$ cat src/rtl/uart_tx_fifo.sv
// Transmit-side byte FIFO feeding a UART transmitter one byte at a time.
// Host pushes over valid/ready; an FSM launches each byte and waits for the frame to finish.
module uart_tx_fifo #(
    parameter int DEPTH       = 16,
    parameter int ACK_TIMEOUT = 8
) (
    input  logic                       clk,
    input  logic                       reset,
    input  logic                       wr_valid,
    input  logic [7:0]                 wr_data,
    output logic                       wr_ready,
    input  logic                       flush,
    input  logic                       tx_busy,
    input  logic                       tx_done,
    output logic [7:0]                 tx_data,
    output logic                       tx_start,
    output logic [$clog2(DEPTH+1)-1:0] count,
    output logic                       empty,
    output logic                       full,
    output logic                       ack_err
);

    localparam int AW = $clog2(DEPTH);
    localparam int CW = $clog2(DEPTH + 1);
    localparam int TW = (ACK_TIMEOUT > 1) ? $clog2(ACK_TIMEOUT) : 1;
    localparam logic [CW-1:0] DEPTH_C  = CW'(DEPTH);
    localparam logic [TW-1:0] TMO_LAST = TW'(ACK_TIMEOUT - 1);

    typedef enum logic [1:0] {
        IDLE      = 2'd0,
        WAIT_ACK  = 2'd1,
        WAIT_DONE = 2'd2
    } state_t;

    logic [7:0]    mem_r [DEPTH];
    logic [AW-1:0] wr_ptr_r;
    logic [AW-1:0] rd_ptr_r;
    logic [CW-1:0] count_r;
    logic [CW-1:0] count_next_s;
    logic          empty_r;
    logic          full_r;
    logic          wr_ready_r;
    state_t        state_r;
    logic [TW-1:0] tmo_r;
    logic [7:0]    tx_data_r;
    logic          tx_start_r;
    logic          ack_err_r;
    logic          push_s;
    logic          pop_s;

    // Flush wins over a same-cycle push and also blocks a launch that cycle.
    assign push_s = wr_valid && wr_ready_r && !flush;
    assign pop_s  = (state_r == IDLE) && !empty_r && !tx_busy && !flush;

    // Next occupancy; status flags are registered from this value.
    always_comb begin
        count_next_s = count_r;
        if (flush) begin
            count_next_s = {CW{1'b0}};
        end else begin
            case ({push_s, pop_s})
                2'b10:   count_next_s = count_r + CW'(1'b1);
                2'b01:   count_next_s = count_r - CW'(1'b1);
                default: count_next_s = count_r;
            endcase
        end
    end

    // Storage array write port; contents are meaningless once pointers reset.
    always_ff @(posedge clk) begin
        if (push_s && !reset) begin
            mem_r[wr_ptr_r] <= wr_data;
        end
    end

    // Pointers, occupancy and the flags derived from it.
    always_ff @(posedge clk) begin
        if (reset) begin
            wr_ptr_r   <= {AW{1'b0}};
            rd_ptr_r   <= {AW{1'b0}};
            count_r    <= {CW{1'b0}};
            empty_r    <= 1'b1;
            full_r     <= 1'b0;
            wr_ready_r <= 1'b1;
        end else begin
            if (flush) begin
                wr_ptr_r <= {AW{1'b0}};
                rd_ptr_r <= {AW{1'b0}};
            end else begin
                if (push_s) begin
                    wr_ptr_r <= wr_ptr_r + AW'(1'b1);
                end
                if (pop_s) begin
                    rd_ptr_r <= rd_ptr_r + AW'(1'b1);
                end
            end
            count_r    <= count_next_s;
            empty_r    <= (count_next_s == {CW{1'b0}});
            full_r     <= (count_next_s == DEPTH_C);
            wr_ready_r <= (count_next_s != DEPTH_C);
        end
    end

    // Launch FSM: pop and pulse tx_start, wait for busy, then wait for frame end.
    always_ff @(posedge clk) begin
        if (reset) begin
            state_r    <= IDLE;
            tmo_r      <= {TW{1'b0}};
            tx_data_r  <= 8'h00;
            tx_start_r <= 1'b0;
            ack_err_r  <= 1'b0;
        end else begin
            tx_start_r <= 1'b0;
            case (state_r)
                IDLE: begin
                    if (pop_s) begin
                        tx_data_r  <= mem_r[rd_ptr_r];
                        tx_start_r <= 1'b1;
                        tmo_r      <= {TW{1'b0}};
                        state_r    <= WAIT_ACK;
                    end
                end
                WAIT_ACK: begin
                    if (tx_busy) begin
                        state_r <= WAIT_DONE;
                    end else if (tmo_r == TMO_LAST) begin
                        // Transmitter never acknowledged; the byte is dropped.
                        ack_err_r <= 1'b1;
                        state_r   <= IDLE;
                    end else begin
                        tmo_r <= tmo_r + TW'(1'b1);
                    end
                end
                WAIT_DONE: begin
                    if (tx_done || !tx_busy) begin
                        state_r <= IDLE;
                    end
                end
                default: begin
                    state_r <= IDLE;
                end
            endcase
        end
    end

    assign wr_ready = wr_ready_r;
    assign count    = count_r;
    assign empty    = empty_r;
    assign full     = full_r;
    assign tx_data  = tx_data_r;
    assign tx_start = tx_start_r;
    assign ack_err  = ack_err_r;

endmodule

$ cat config.mk
export PLATFORM = sky130hd
export DESIGN_NAME = uart_tx_fifo
export DESIGN_NICKNAME = d
export VERILOG_FILES = /design/src/rtl/uart_tx_fifo.sv
export SDC_FILE = /design/constraint.sdc
export NUM_CORES = 1
export LEC_CHECK = 0
export ABC_AREA = 0
export BUFFER_PORTS_ARGS = -buffer_cell sky130_fd_sc_hd__buf_2
export CORE_UTILIZATION = 63
export CTS_BUF_LIST = sky130_fd_sc_hd__clkbuf_4
export DETAILED_ROUTE_END_ITERATION = 10
export GPL_ROUTABILITY_DRIVEN = 0
export PLACE_DENSITY = 0.92
export SLEW_MARGIN = 20
export SYNTH_ARGS = -nofsm -noshare
export SYNTH_HDL_FRONTEND = slang
export SYNTH_SLANG_ARGS = --single-unit
$ cat constraint.sdc
create_clock -name clk -period 3.3 [get_ports clk]
set_input_delay 0.66 -clock clk [delete_from_list [all_inputs] [get_ports clk]]
set_output_delay 0.66 -clock clk [all_outputs]
set_load 0.01 [all_outputs]
==> results of run 1 <==
-- power by group through the flow --
stage	clock network [mW]	registers (mW)	logic, mW
global route	1.23	2.18	0.0919
detailed placement	0	2.22	0.0837
global placement	0	2.22	0.0777
floorplan	0	2.22	0.0400
CTS	1.14	2.17	0.0837
finish	1.13	2.17	0.0837
-- sequential cells by signal, indices dropped and copies added (netlist names) --
register	flops
wr_ready	1
rd_ptr_r	4
empty	1
tmo_r	3
count	5
wr_ptr_r	4
full	1
ack_err	1
mem_r	128
tx_data	8
state_r	2
tx_start	1
-- worst max-delay path, cell delays in order, from the launching register on --
cell and delay, ns:
dfxtp_1 0.39, or3_4 0.40, or3_1 0.38, clkinv_4 0.10, ha_1 0.22, a21oi_1 0.12
a21boi_0 0.16, or2_1 0.27, a211oi_1 0.23, o21ai_1 0.13, or2_1 0.22
-- layer usage --
metal | global-route usage (%) | vias to the layer above
li1 | - | 1606
met1 | 32.3 | 1774
met2 | 41.4 | 163
met3 | 7.52 | 27
met4 | 11.0 | 0
met5 | 0 | -
-- cells in the mapped netlist (all sizes together), types with 3 or more instances --
| cell | n | share of area [%] |
|---|---|---|
| dfxtp | 31 | 9.8 |
| xnor2 | 6 | 0.83 |
| nor3b | 3 | 0.36 |
| buf | 13 | 1.0 |
| ha | 9 | 1.8 |
| edfxtp | 128 | 61 |
| nand2 | 15 | 0.89 |
| nor2b | 4 | 0.40 |
| mux4 | 32 | 11 |
| inv | 4 | 0.24 |
| xor2 | 5 | 0.69 |
| nor3 | 10 | 0.95 |
| o21ai | 3 | 0.24 |
| a22oi | 16 | 1.9 |
| nor4 | 3 | 0.40 |
| nor2 | 47 | 2.8 |
| or2 | 3 | 0.30 |
| nand2b | 3 | 0.30 |
| clkbuf | 9 | 0.53 |
| a21oi | 27 | 2.1 |
-- final cells by class --
cell class              instances  area, um2  share of cell area [%]
repair buffers                 50        310                    4.44
clock buffers                  18        135                    1.93
flip-flops and latches        159       4470                    63.9
well taps                     133        166                    2.38
multi-input cells             204       1740                    24.9
clock inverters                14        148                    2.11
inverters                       5       23.8                   0.340
-- worst max path at each step --
stage | from | slack [ns] | to | cells after the start
after global placement | tx_busy | 0.24 | wr_ready | 11
after global routing | state_r[0] | 0.42 | wr_ready | 10
after detailed placement | tx_busy | 0.22 | wr_ready | 11
after floorplan | tx_busy | 0.45 | wr_ready | 11
final | state_r[0] | 0.57 | wr_ready | 10
after CTS | state_r[0] | 0.57 | wr_ready | 10
-- cells by family after synthesis --
family | share of synthesized area, %
flip-flops | 70.5
AND/OR/NAND/NOR | 7.13
AO/OA/AOI/OAI | 5.57
multiplexers | 11.5
buffers and inverters | 1.96
XOR/XNOR | 1.52
adder cells (fa/ha/maj) | 1.78
==> out/summary.txt, run 1 <==
====================================================================================
Maximum ir drop on the vdd rail                                             0.312 mV
Boundary Pins                                                                     32
Hold_buf cts                                                                       0
Flop-to-flop setup slack                                                     0.57 ns
Hold violation total from the final report                                         0
Post-route clock period utilization                                            82.7%
Initial Utilization                                                            64.8%
Worst-case headroom to the max-slew limit                                      50.7%
Die outline height                                                            102 um
FP Rows                                                                           36
Minimum clock period                                                         2.73 ns
Total placed cells including tap cells                                           551
Core ar.                                                                    9770 um2
Buffer levels on the longest clock path                                            2
Final number of setup-violating endpoints                                          0
Proportion of synthesized flip-flops having asynchronous set or reset             0%
Number of enable-type register cells in the synthesized netlist                  128
Via count                                                                       3570
Antenna violation net count after detailed routing                                 0
Final-layout worst hold slack                                               0.435 ns
Overall routing resource usage                                                 25.5%
Setup clock skew after layout                                              0.0294 ns
Start point of the worst hold path                                           tx_busy
Global route total overflow                                                        0
Worst path arrival time                                                      3.16 ns
Total of buffers placed on input and output ports                                 31
Skew-Pair Late Insertion Delay                                               0.54 ns
Switching Fraction                                                             23.0%
Clk root buf                                                                clkbuf_4
Count of cells resized by post-cts repair                                          0
Number of fill cells                                                             587
# Max-Cap Violations                                                               0
Worst R2R Path Depth                                                              10
Commonest cells after routing, fill and taps aside                      edfxtp_1 (128), nor2_1 (46), mux4_2 (32)
Non-Filler Cell Area, Final                                                 6990 um2
Max frequency                                                                366 MHz
Post-Syn Area                                                               6330 um2
Total Die Area                                                             10500 um2
Non-filler instance count after layout                                           583
Instance count along the most critical hold path                                   2
DRT iter0 DRCs                                                                   247
Vias in the first global route                                                  3561
CTS clk-pin slew, worst paths                                                0.15 ns
Library cells used by synthesis                                                   43
Router iterations before antenna repair                                            5
Clock sink count                                                                 159
Reg-to-reg endpoint                                                         wr_ready
Hold Path Class                                                         primary input to flop
Number of warnings reported in the yosys synthesis log                             0
Routed met2 length                                                           6010 um
Fraction of the yosys area taken by sequential cells                           70.5%
Sequential share of power                                                      64.2%
Final #Nets                                                                      460
Cell internal pwr                                                            2.61 mW
Fraction of power consumed by combinational cells                               2.5%
Pre-CTS setup slack                                                         0.217 ns
CP Class                                                                flop to flop
Average wire length per cell after detail routing                            20.4 um
Net count after synthesis                                                        413
Start of the worst register-to-register path                              state_r[0]
Portion of total power attributed to the clock network                         33.3%
Total detailed-routing wirelength                                           11900 um
Endpoint of the worst hold-timing path                                    state_r[1]
Crit. End Element                                                               flop
Fin. max-slew vios                                                                 0
Post-CTS Repair Setup Buffers                                                      0
Number of cells produced by synthesis                                            390
Synthesized flop and latch total                                                 159
Total net switching power                                                   0.778 mW
Critical Path Start Type                                                        flop
Post-layout utilization of the core                                            71.5%
Met1 routed wirelength after detailed routing                                4710 um
Width of the die                                                              102 um
Clock tree from TritonCTS                                                        yes
Highest routing layer actually used                                             met4
Maximum fanout along the worst path                                                6
Mean area per synthesized cell                                              16.2 um2
Metal3 WL                                                                     946 um
Number of antenna violations at the first check in global routing                  0
Final Worst Setup Slack                                                     0.570 ns
Placed wire-length estimate                                                  7970 um
Area growth from synthesis to layout                                           10.4%
Leading cell type in the layout, fill and taps excluded                     edfxtp_1
Vias per inst                                                                   6.12
Inserted Clock Buffers                                                            17
Total negative slack for setup checks                                           0 ns
Placed cell area                                                            6710 um2
Post-detailed-route DRC marker count                                               0
Number of antenna diodes                                                           0
Global-route wire length before repair                                      18400 um
RSZ-0062 raised after global routing                                              no
Largest net degree at the start of global routing                                 36
Power per unit of standard cell area                                      484 nW/um2
Actual slew at the worst max-slew pin                                       0.738 ns
Status                                                                  finished clean
Worst Path Required                                                          3.73 ns
H-tree depth                                                                       4
Static leakage power                                                         2.34 nW
Overall Power                                                                3.39 mW
Prevailing post-synth register cell                                         edfxtp_1
Share of layout cells above drive strength 1                                   27.3%
====================================================================================
Power figures use the tool's default switching activity.
==> run 2, diff against run 1 <==
==> constraint.sdc (replaced) <==
create_clock -name clk -period 2.6 [get_ports clk]
set_input_delay 0.52 -clock clk [delete_from_list [all_inputs] [get_ports clk]]
set_output_delay 0.52 -clock clk [all_outputs]
set_load 0.01 [all_outputs]
==> run 2 against run 1 <==
Sequential cell count did not move. Register-to-register slack worse by 0.44 ns. Global-route usage increased by 1.8 points. Total power grew 31%. Largest cell class unchanged. Clock skew is 0.016 ns lower. Sequential share of layout area fell by 1.2 points. Cell count increased by 1.9%. Clock power increased by 36%. Critical endpoint unchanged. Worst hold slack worse by 0.13 ns. Clock-buffer cell count is the same.
==> out/summary.txt, run 2 (same netlist as run 1, synthesis figures left out) <==
================================================================================
Worst path top cell family by delay                                 simple AND/OR/NAND/NOR gates   unchanged
Number of antenna diodes                                                       0   unchanged
Via count                                                                   3694   was 3570
Most common cell type on the critical path                                 or3_4   was or2_1
Hold violation total from the final report                                     0   unchanged
Static leakage power                                                     2.41 nW   was 2.34 nW
Final #Nets                                                                  472   was 460
Portion of total power attributed to the clock network                     34.8%   was 33.3%
Clock tree from TritonCTS                                                    yes   unchanged
Router iterations before antenna repair                                        5   unchanged
Placed wire-length estimate                                              8600 um   was 7970 um
Most flop-heavy register                                                   mem_r   unchanged
CTS clk-pin slew, worst paths                                            0.13 ns   was 0.15 ns
Number of flip-flops under the largest register name                         128   unchanged
Largest net degree at the start of global routing                             36   unchanged
Total net switching power                                               0.946 mW   was 0.778 mW
FP Rows                                                                       36   unchanged
Initial Utilization                                                        64.8%   unchanged
Hold Path Class                                                     primary input to flop   unchanged
Cell internal pwr                                                        3.47 mW   was 2.61 mW
Leading cell type in the layout, fill and taps excluded                 edfxtp_1   unchanged
Critical Path Max Stage Delay                                            0.38 ns   was 0.40 ns
Non-Filler Cell Area, Final                                             7130 um2   was 6990 um2
Actual slew at the worst max-slew pin                                   0.777 ns   was 0.738 ns
Critical-path cell with the highest stage delay                            or3_4   unchanged
Number of antenna violations at the first check in global routing              0   unchanged
RSZ-0062 raised after global routing                                          no   unchanged
Switching Fraction                                                         21.4%   was 23.0%
DRT iter0 DRCs                                                               289   was 247
Vias in the first global route                                              3646   was 3561
Fraction of power consumed by combinational cells                           2.8%   was 2.5%
Hold_buf cts                                                                   0   unchanged
Commonest cells after routing, fill and taps aside                  edfxtp_1 (128), nor2_1 (45), mux4_2 (32)   was edfxtp_1 (128), nor2_1 (46), mux4_2 (32)
Total negative slack for setup checks                                       0 ns   unchanged
Post-CTS Repair Setup Buffers                                                  0   unchanged
Critical Path Start Type                                                    flop   unchanged
Power per unit of standard cell area                                  620 nW/um2   was 484 nW/um2
H-tree depth                                                                   4   unchanged
Final number of setup-violating endpoints                                      0   unchanged
Die outline height                                                        102 um   unchanged
Crit path buffers/inverters                                                    1   unchanged
Vias per inst                                                               6.22   was 6.12
Overall Power                                                            4.42 mW   was 3.39 mW
Total Die Area                                                         10500 um2   unchanged
Minimum clock period                                                     2.47 ns   was 2.73 ns
Fin. max-slew vios                                                             0   unchanged
Clock sink count                                                             159   unchanged
Width of the die                                                          102 um   unchanged
Status                                                              finished clean   unchanged
Share of layout cells above drive strength 1                               29.9%   was 27.3%
Buffer levels on the longest clock path                                        2   unchanged
Post-detailed-route DRC marker count                                           0   unchanged
Worst-case headroom to the max-slew limit                                  48.1%   was 50.7%
Sequential share of power                                                  62.4%   was 64.2%
Overall routing resource usage                                             27.3%   was 25.5%
Area growth from synthesis to layout                                       12.6%   was 10.4%
CP Class                                                            flop to flop   unchanged
Maximum fanout along the worst path                                            5   was 6
Global route total overflow                                                    0   unchanged
Post-route clock period utilization                                        94.8%   was 82.7%
Average wire length per cell after detail routing                        22.1 um   was 20.4 um
# Max-Cap Violations                                                           0   unchanged
Inserted Clock Buffers                                                        17   unchanged
Max frequency                                                            406 MHz   was 366 MHz
Antenna violation net count after detailed routing                             0   unchanged
Crit-path cells                                                     or3_4 -> or3_4 -> clkinv_4 -> ha_4 -> a21o_1 -> a21oi_1 -> nor4_2 -> xnor2_1 -> o21ai_2 -> or2_1   was or3_4 -> or3_1 -> clkinv_4 -> ha_1 -> a21oi_1 -> a21boi_0 -> or2_1 -> a211oi_1 -> o21ai_1 -> or2_1
Core ar.                                                                9770 um2   unchanged
Boundary Pins                                                                 32   unchanged
Total of buffers placed on input and output ports                             31   unchanged
Placed cell area                                                        6810 um2   was 6710 um2
Setup clock skew after layout                                          0.0137 ns   was 0.0294 ns
Maximum ir drop on the vdd rail                                         0.419 mV   was 0.312 mV
Clk root buf                                                            clkbuf_4   unchanged
Worst path arrival time                                                  2.90 ns   was 3.16 ns
Skew-Pair Late Insertion Delay                                           0.55 ns   was 0.54 ns
Total detailed-routing wirelength                                       13100 um   was 11900 um
Worst Path Required                                                      3.03 ns   was 3.73 ns
Global-route wire length before repair                                  19700 um   was 18400 um
Crit. End Element                                                           flop   unchanged
Post-layout utilization of the core                                        72.9%   was 71.5%
================================================================================
## run 2: layout make-up
cell class                 count  area [um2]
clock buffer                  18         135
clock inverter                13         165
fill                         557        2650
inverter                       5        23.8
multi-input combinational    204        1770
sequential                   159        4470
tap                          133         166
timing repair buffer          62         400
## run 2: power by group through the flow
stage / registers [mW] / clock network (mW) / logic, mW
global placement: 2.81 / 0 / 0.111
global route: 2.76 / 1.67 / 0.136
floorplan: 2.82 / 0 / 0.0517
finish: 2.76 / 1.54 / 0.125
detailed placement: 2.82 / 0 / 0.120
CTS: 2.76 / 1.56 / 0.122
## run 2: timing repair
item | in CTS | in global routing
gates resized for setup | 0 | 5
endpoints found under the setup margin | 0 | 2
hold endpoints to repair | 0 | 0
## run 2: stage by stage
| step | cells | hold WS (ns) | setup slack, ns |
|---|---|---|---|
| after floorplan | 390 | 0.458 | 0.00451 |
| after global placement | 563 | 0.450 | -0.0548 |
| after detailed placement | 563 | 0.456 | -0.133 |
| after CTS | 594 | 0.246 | 0.103 |
| after global routing | 594 | 0.266 | 0.00825 |
| final | 594 | 0.305 | 0.135 |
## run 2: worst reg2reg max path, delay by kind of cell, from the launching register on
| family | cells | cell delay (ns) |
|---|---|---|
| simple gates | 4 | 1.35 |
| flops | 1 | 0.34 |
| compound gates | 3 | 0.29 |
| xor+xnor | 1 | 0.18 |
| fa+ha+maj | 1 | 0.14 |
| buf+inv | 1 | 0.07 |
## run 2: worst paths after layout
check	startpoint	endpoint	slack (ns)	depth (start not counted)
setup / recovery	state_r[1]	wr_ready	0.13	10
hold / removal	wr_valid	wr_ptr_r[1]	0.31	3
setup reg to reg	state_r[1]	wr_ready	0.13	10
hold reg to reg	ack_err	ack_err	0.49	2
## run 2: layer usage
metal  up-vias  track usage (%)  wire, um
met4         0             13.5       463
li1       1623                -         -
met5         -                0         0
met3        45             6.91       925
met2       217             44.8      6750
met1      1809             34.2      4960
